## src/rtl/load_store_unit.sv

```systemverilog
// Memory-access stage: one load/store per start handshake against a word-wide, big-endian,
// byte-addressed data memory; sub-word stores use read-modify-write, bad requests fault.
module load_store_unit #(
  parameter int unsigned MEM_BYTES = 128
) (
  input  logic        CLK,
  input  logic        Reset,
  input  logic        start,
  input  logic [2:0]  op,
  input  logic [31:0] addr,
  input  logic [31:0] wdata,
  output logic        busy,
  output logic        done,
  output logic        fault,
  output logic [31:0] rdata,
  output logic        mem_RW,
  output logic [31:0] mem_DAddr,
  output logic [31:0] mem_DataIn,
  input  logic [31:0] mem_result
);

  typedef enum logic [1:0] {IDLE, READ, WRITE, DONE} state_t;
  typedef enum logic [2:0] {
    OP_LW, OP_LH, OP_LHU, OP_LB, OP_LBU, OP_SW, OP_SH, OP_SB
  } op_t;

  state_t      state, state_n;
  op_t         op_q;
  logic [31:0] addr_q, wdata_q, rbuf;
  logic        fault_q;

  logic        req_fault;
  logic        is_load;
  logic [1:0]  k;
  logic [7:0]  ld_byte;
  logic [15:0] ld_half;
  logic [31:0] ld_val;
  logic [31:0] merged;

  // The aligned word's last byte must lie inside memory; alignment depends on access size.
  always_comb begin
    req_fault = (({addr[31:2], 2'b00} + 32'd3) >= 32'(MEM_BYTES));
    case (op_t'(op))
      OP_LW, OP_SW:         if (addr[1:0] != 2'b00) req_fault = 1'b1;
      OP_LH, OP_LHU, OP_SH: if (addr[0]) req_fault = 1'b1;
      default: ;
    endcase
  end

  assign is_load = (op_q < OP_SW);
  assign k       = addr_q[1:0];

  always_comb begin
    case (k)
      2'd0:    ld_byte = mem_result[31:24];
      2'd1:    ld_byte = mem_result[23:16];
      2'd2:    ld_byte = mem_result[15:8];
      default: ld_byte = mem_result[7:0];
    endcase
    ld_half = k[1] ? mem_result[15:0] : mem_result[31:16];
    case (op_q)
      OP_LH:   ld_val = {{16{ld_half[15]}}, ld_half};
      OP_LHU:  ld_val = {16'h0000, ld_half};
      OP_LB:   ld_val = {{24{ld_byte[7]}}, ld_byte};
      OP_LBU:  ld_val = {24'h000000, ld_byte};
      default: ld_val = mem_result;
    endcase
  end

  always_comb begin
    merged = rbuf;
    case (op_q)
      OP_SW: merged = wdata_q;
      OP_SH: merged = k[1] ? {rbuf[31:16], wdata_q[15:0]} : {wdata_q[15:0], rbuf[15:0]};
      OP_SB: begin
        case (k)
          2'd0:    merged[31:24] = wdata_q[7:0];
          2'd1:    merged[23:16] = wdata_q[7:0];
          2'd2:    merged[15:8]  = wdata_q[7:0];
          default: merged[7:0]   = wdata_q[7:0];
        endcase
      end
      default: ;
    endcase
  end

  always_ff @(posedge CLK or negedge Reset) begin
    if (!Reset) begin
      state   <= IDLE;
      op_q    <= OP_LW;
      addr_q  <= '0;
      wdata_q <= '0;
      rbuf    <= '0;
      rdata   <= '0;
      fault_q <= 1'b0;
    end else begin
      state <= state_n;
      case (state)
        IDLE: if (start) begin
          op_q    <= op_t'(op);
          addr_q  <= addr;
          wdata_q <= wdata;
          fault_q <= req_fault;
          rdata   <= '0;
        end
        READ: begin
          rbuf <= mem_result;
          if (is_load) rdata <= ld_val;
        end
        default: ;
      endcase
    end
  end

  always_comb begin
    state_n    = state;
    busy       = (state != IDLE);
    done       = 1'b0;
    fault      = 1'b0;
    mem_RW     = 1'b0;
    mem_DAddr  = {addr_q[31:2], 2'b00};
    mem_DataIn = '0;
    case (state)
      IDLE: begin
        mem_DAddr = '0;
        if (start) begin
          if (req_fault)               state_n = DONE;
          else if (op_t'(op) == OP_SW) state_n = WRITE;
          else                         state_n = READ;
        end
      end
      READ:  state_n = is_load ? DONE : WRITE;
      WRITE: begin
        mem_RW     = 1'b1;
        mem_DataIn = merged;
        state_n    = DONE;
      end
      default: begin
        done    = 1'b1;
        fault   = fault_q;
        state_n = IDLE;
      end
    endcase
  end

endmodule

```

## config.mk

```make
export PLATFORM = sky130hd
export DESIGN_NAME = load_store_unit
export DESIGN_NICKNAME = d
export VERILOG_FILES = /design/src/rtl/load_store_unit.sv
export SDC_FILE = /design/constraint.sdc
export NUM_CORES = 1
export LEC_CHECK = 0
export CAP_MARGIN = 20
export CORE_ASPECT_RATIO = 0.5
export CORE_MARGIN = 3
export CORE_UTILIZATION = 49
export DETAILED_ROUTE_END_ITERATION = 12
export PLACE_DENSITY = 0.87
export SLEW_MARGIN = 5
export SYNTH_ARGS = -nofsm -noshare
export SYNTH_HDL_FRONTEND = slang
export SYNTH_SLANG_ARGS = --single-unit
```

## constraint.sdc

```tcl
create_clock -name CLK -period 2.7 [get_ports CLK]
set_clock_uncertainty 0.15 [all_clocks]
set_input_delay 0.405 -clock CLK [delete_from_list [all_inputs] [get_ports CLK]]
set_output_delay 0.405 -clock CLK [all_outputs]
set_load 0.05 [all_outputs]
```

==> impl_metrics.env <==
export IMPL_finalSetupViolations=0
export IMPL_async_flop_share=1.00
export IMPL_h_tree_depth=4
export IMPL_coreArea_um2=14000
export IMPL_ir_drop_v=0.000906
export IMPL_ys_warn_count=0
export IMPL_dp_hpwl_um=16800
export IMPL_n_fill_cell=943
export IMPL_finalCritPeriodShare=0.996
export IMPL_place_gp_congestion=0.962
export IMPL_grt_usage=0.289
export IMPL_period_minus_slack_ns=2.69
export IMPL_dr_pass1_iters=8
export IMPL_drt_wl_total_um=23500
export IMPL_drt_iter0_markers=784
export IMPL_wl_per_cell_um=22.0
export IMPL_diodes=0
export IMPL_crit_arrival_ns=2.13
export IMPL_grt_antenna_before_repair=1
export IMPL_clkSinkCount=134
export IMPL_p_per_area_nw_per_um2=1550
export IMPL_initial_utilization=0.517
export IMPL_ys_seq_area_frac=0.464
export IMPL_status="completed"
export IMPL_portBuffers=199
export IMPL_drc=0
export IMPL_min_path_type="reg2reg"
export IMPL_cts_tree="yes"
export IMPL_area_delta_synth_final_pct=40.8
export IMPL_regToRegSetupSlack_ns=0.37
export IMPL_worst_slew_pin_slew_ns=0.676
export IMPL_layout_drive_gt1_share=0.313
export IMPL_path_class="reg2out"
export IMPL_worstPathCellList="buf_6 -> and3b_2 -> buf_6 -> a32o_1 -> a222oi_1 -> nor2b_1 -> buf_6"
export IMPL_critPathMaxFanout=8
export IMPL_synth_avg_cell_area_um2=11.1
export IMPL_chipHeight_um=91.9
export IMPL_ys_ff_latch=134
export IMPL_finalHoldViolCount=0
export IMPL_reg2reg_depth=7
export IMPL_clkTransAtPathRegs_ns=0.06
export IMPL_p_leak_nw=4.31
export IMPL_antenna_left=0
export IMPL_multi_input_area_um2=3650
export IMPL_crit_buf_inv=3
export IMPL_yosysMostFrequentCell="dfrtp_1"
export IMPL_viasPerCell=6.24
export IMPL_maxSlewViolCount=0
export IMPL_yosys_top_cells_area="dfrtp_1 (46%), mux2_2 (15%), nor2b_1 (4.0%)"
export IMPL_drv_cap=0
export IMPL_worst_path_most_repeated_cell="buf_6"
export IMPL_synth_top_area_frac=0.464
export IMPL_cts_buffers=17
export IMPL_grt_pass1_wl_um=36900
export IMPL_setup_tns_ns=0
export IMPL_hold_path_endpoint="fault_q"
export IMPL_synth_cell_type_count=60
export IMPL_grt_max_degree=72
export IMPL_power_w=0.0157
export IMPL_seqCellArea_um2=3360
export IMPL_grt_pass1_vias=6675
export IMPL_die_x_um=178
export IMPL_worstSetupEndpointType="output pin"
export IMPL_clock_path_buffers=2
export IMPL_relSlewSlack=0.548
export IMPL_synthFlopType="dfrtp_1"
export IMPL_synth_area_um2=7230
export IMPL_num_io_pins=202
export IMPL_netlist_instances=654
export IMPL_worstPathRequired_ns=2.14
export IMPL_nets=966
export IMPL_slowest_delay_ns=0.45
export IMPL_timing_rr_end="rdata[12]"
export IMPL_timing_rr_start="state[0]"
export IMPL_hp_start="fault_q"
export IMPL_synth_common_cells="dfrtp_1 (134), mux2_2 (99), nor2b_1 (46)"
export IMPL_worst_skew_pair_late_latency_ns=0.41
export IMPL_max_freq_mhz=372
export IMPL_grt_ovfl_total=0
export IMPL_die_area_um2=16300
export IMPL_critPathSlowestCell="dfrtp_2"
export IMPL_cts_root_buffer_cell="clkbuf_16"
export IMPL_num_rows=30
export IMPL_vias=6643
export IMPL_synth_top_area_cell="dfrtp_1"
export IMPL_path_delay_family="compound AO/OA/AOI/OAI gates"
export IMPL_synth_edff_count=0
export IMPL_worstHoldPathCells=2
export IMPL_rsz0062_at_grt="true"
export IMPL_cp_start_kind="flop"
-- where the power goes --
part / switching (W) / internal (W) / total, W / leakage, nW
clock: 0.000849 / 0.00139 / 0.00224 / 0.278
combinational: 0.00579 / 0.00382 / 0.00962 / 2.40
sequential: 0.000863 / 0.00302 / 0.00389 / 1.63
-- flip-flops by register name, indices dropped and copies added (netlist names) --
| register | cells |
|---|---|
| addr_q | 32 |
| rbuf | 32 |
| rdata | 32 |
| wdata_q | 32 |
| op_q | 3 |
| state | 2 |
| fault_q | 1 |
-- how the worst max path moves through the flow --
stage                    from              to  slack [ns]  cells after the start
6_report              op_q[1]  mem_DataIn[29]        0.01                      7
5_1_grt               op_q[1]  mem_DataIn[27]       -0.09                      7
4_1_cts               op_q[2]  mem_DataIn[27]       0.007                      6
3_5_place_dp   mem_result[31]       rdata[28]        0.21                      5
3_3_place_gp   mem_result[31]       rdata[30]        0.28                      5
2_1_floorplan        state[0]  mem_DataIn[14]       -0.31                      4
-- repair_timing --
item | in CTS | in global routing
cloned | 0 | 0
gates resized for setup | 12 | 24
pin swaps | 0 | 12
endpoints found under the setup margin | 23 | 25
hold buffers | 1 | 0
endpoints found under the hold margin | 36 | 0
buffers inserted | 1 | 2
-- cell families (layout without fill, tap and decap cells) --
group | Yosys count | in the layout | synth area share
compound gates | 179 | 179 | 0.184
xor+xnor | 1 | 1 | 0.00121
fa+ha+maj | 4 | 4 | 0.00692
buf+inv | 58 | 275 | 0.0387
flops | 134 | 134 | 0.464
mux | 108 | 108 | 0.180
other cells | 1 | 2 | 0.000518
simple gates | 169 | 169 | 0.125
-- cells in the final DEF (no fill, tap or decap), types with 7 or more instances in the layout --
cell type	Yosys	final
clkdlybuf4s50_1	0	133
dfrtp_1	134	130
mux2_2	99	99
buf_4	6	76
nor2b_1	46	45
nor2_1	31	31
nand2_1	31	30
o21ai_0	24	24
a21oi_1	22	21
nand3_1	17	17
clkbuf_16	0	17
a21boi_0	15	15
buf_6	3	15
a221o_1	14	14
a222oi_1	13	13
buf_12	0	13
a22o_1	12	12
nand4_1	11	11
o21ai_1	14	11
o21a_1	10	8
mux4_2	8	8
a21o_1	8	8
a32o_1	8	7
-- per-layer routing --
metal	wire length, um	vias up	GRT usage
li1	-	2859	-
met1	9400	3241	0.383
met2	10700	436	0.446
met3	2490	105	0.0864
met4	888	2	0.117
met5	13	-	0
-- worst min-delay path: stages, from the launching register on --
cell and delay (ns):
dfrtp_1 0.34, nand2_1 0.04, o21ai_0 0.06
-- area by class of cell --
class | instances | share of cell area
clock buffers | 21 | 0.0452
flip-flops and latches | 134 | 0.330
repair buffers | 239 | 0.231
well taps | 192 | 0.0236
clock inverters | 10 | 0.0103
inverters | 5 | 0.00184
multi-input cells | 463 | 0.358
-- through the flow --
stage	hold WS (ns)	cells	util	setup WS [ns]	area [um2]
6_report	0.329	1064	0.728	0.0104	10200
5_1_grt	0.362	1064	0.728	-0.0917	10200
4_1_cts	0.336	1062	0.721	0.00651	10100
3_5_place_dp	0.287	1029	0.677	0.215	9480
3_3_place_gp	0.277	1029	0.677	0.284	9480
2_1_floorplan	-0.0406	655	-	-0.305	7240
No activity file was read; power rests on OpenSTA's default activity.
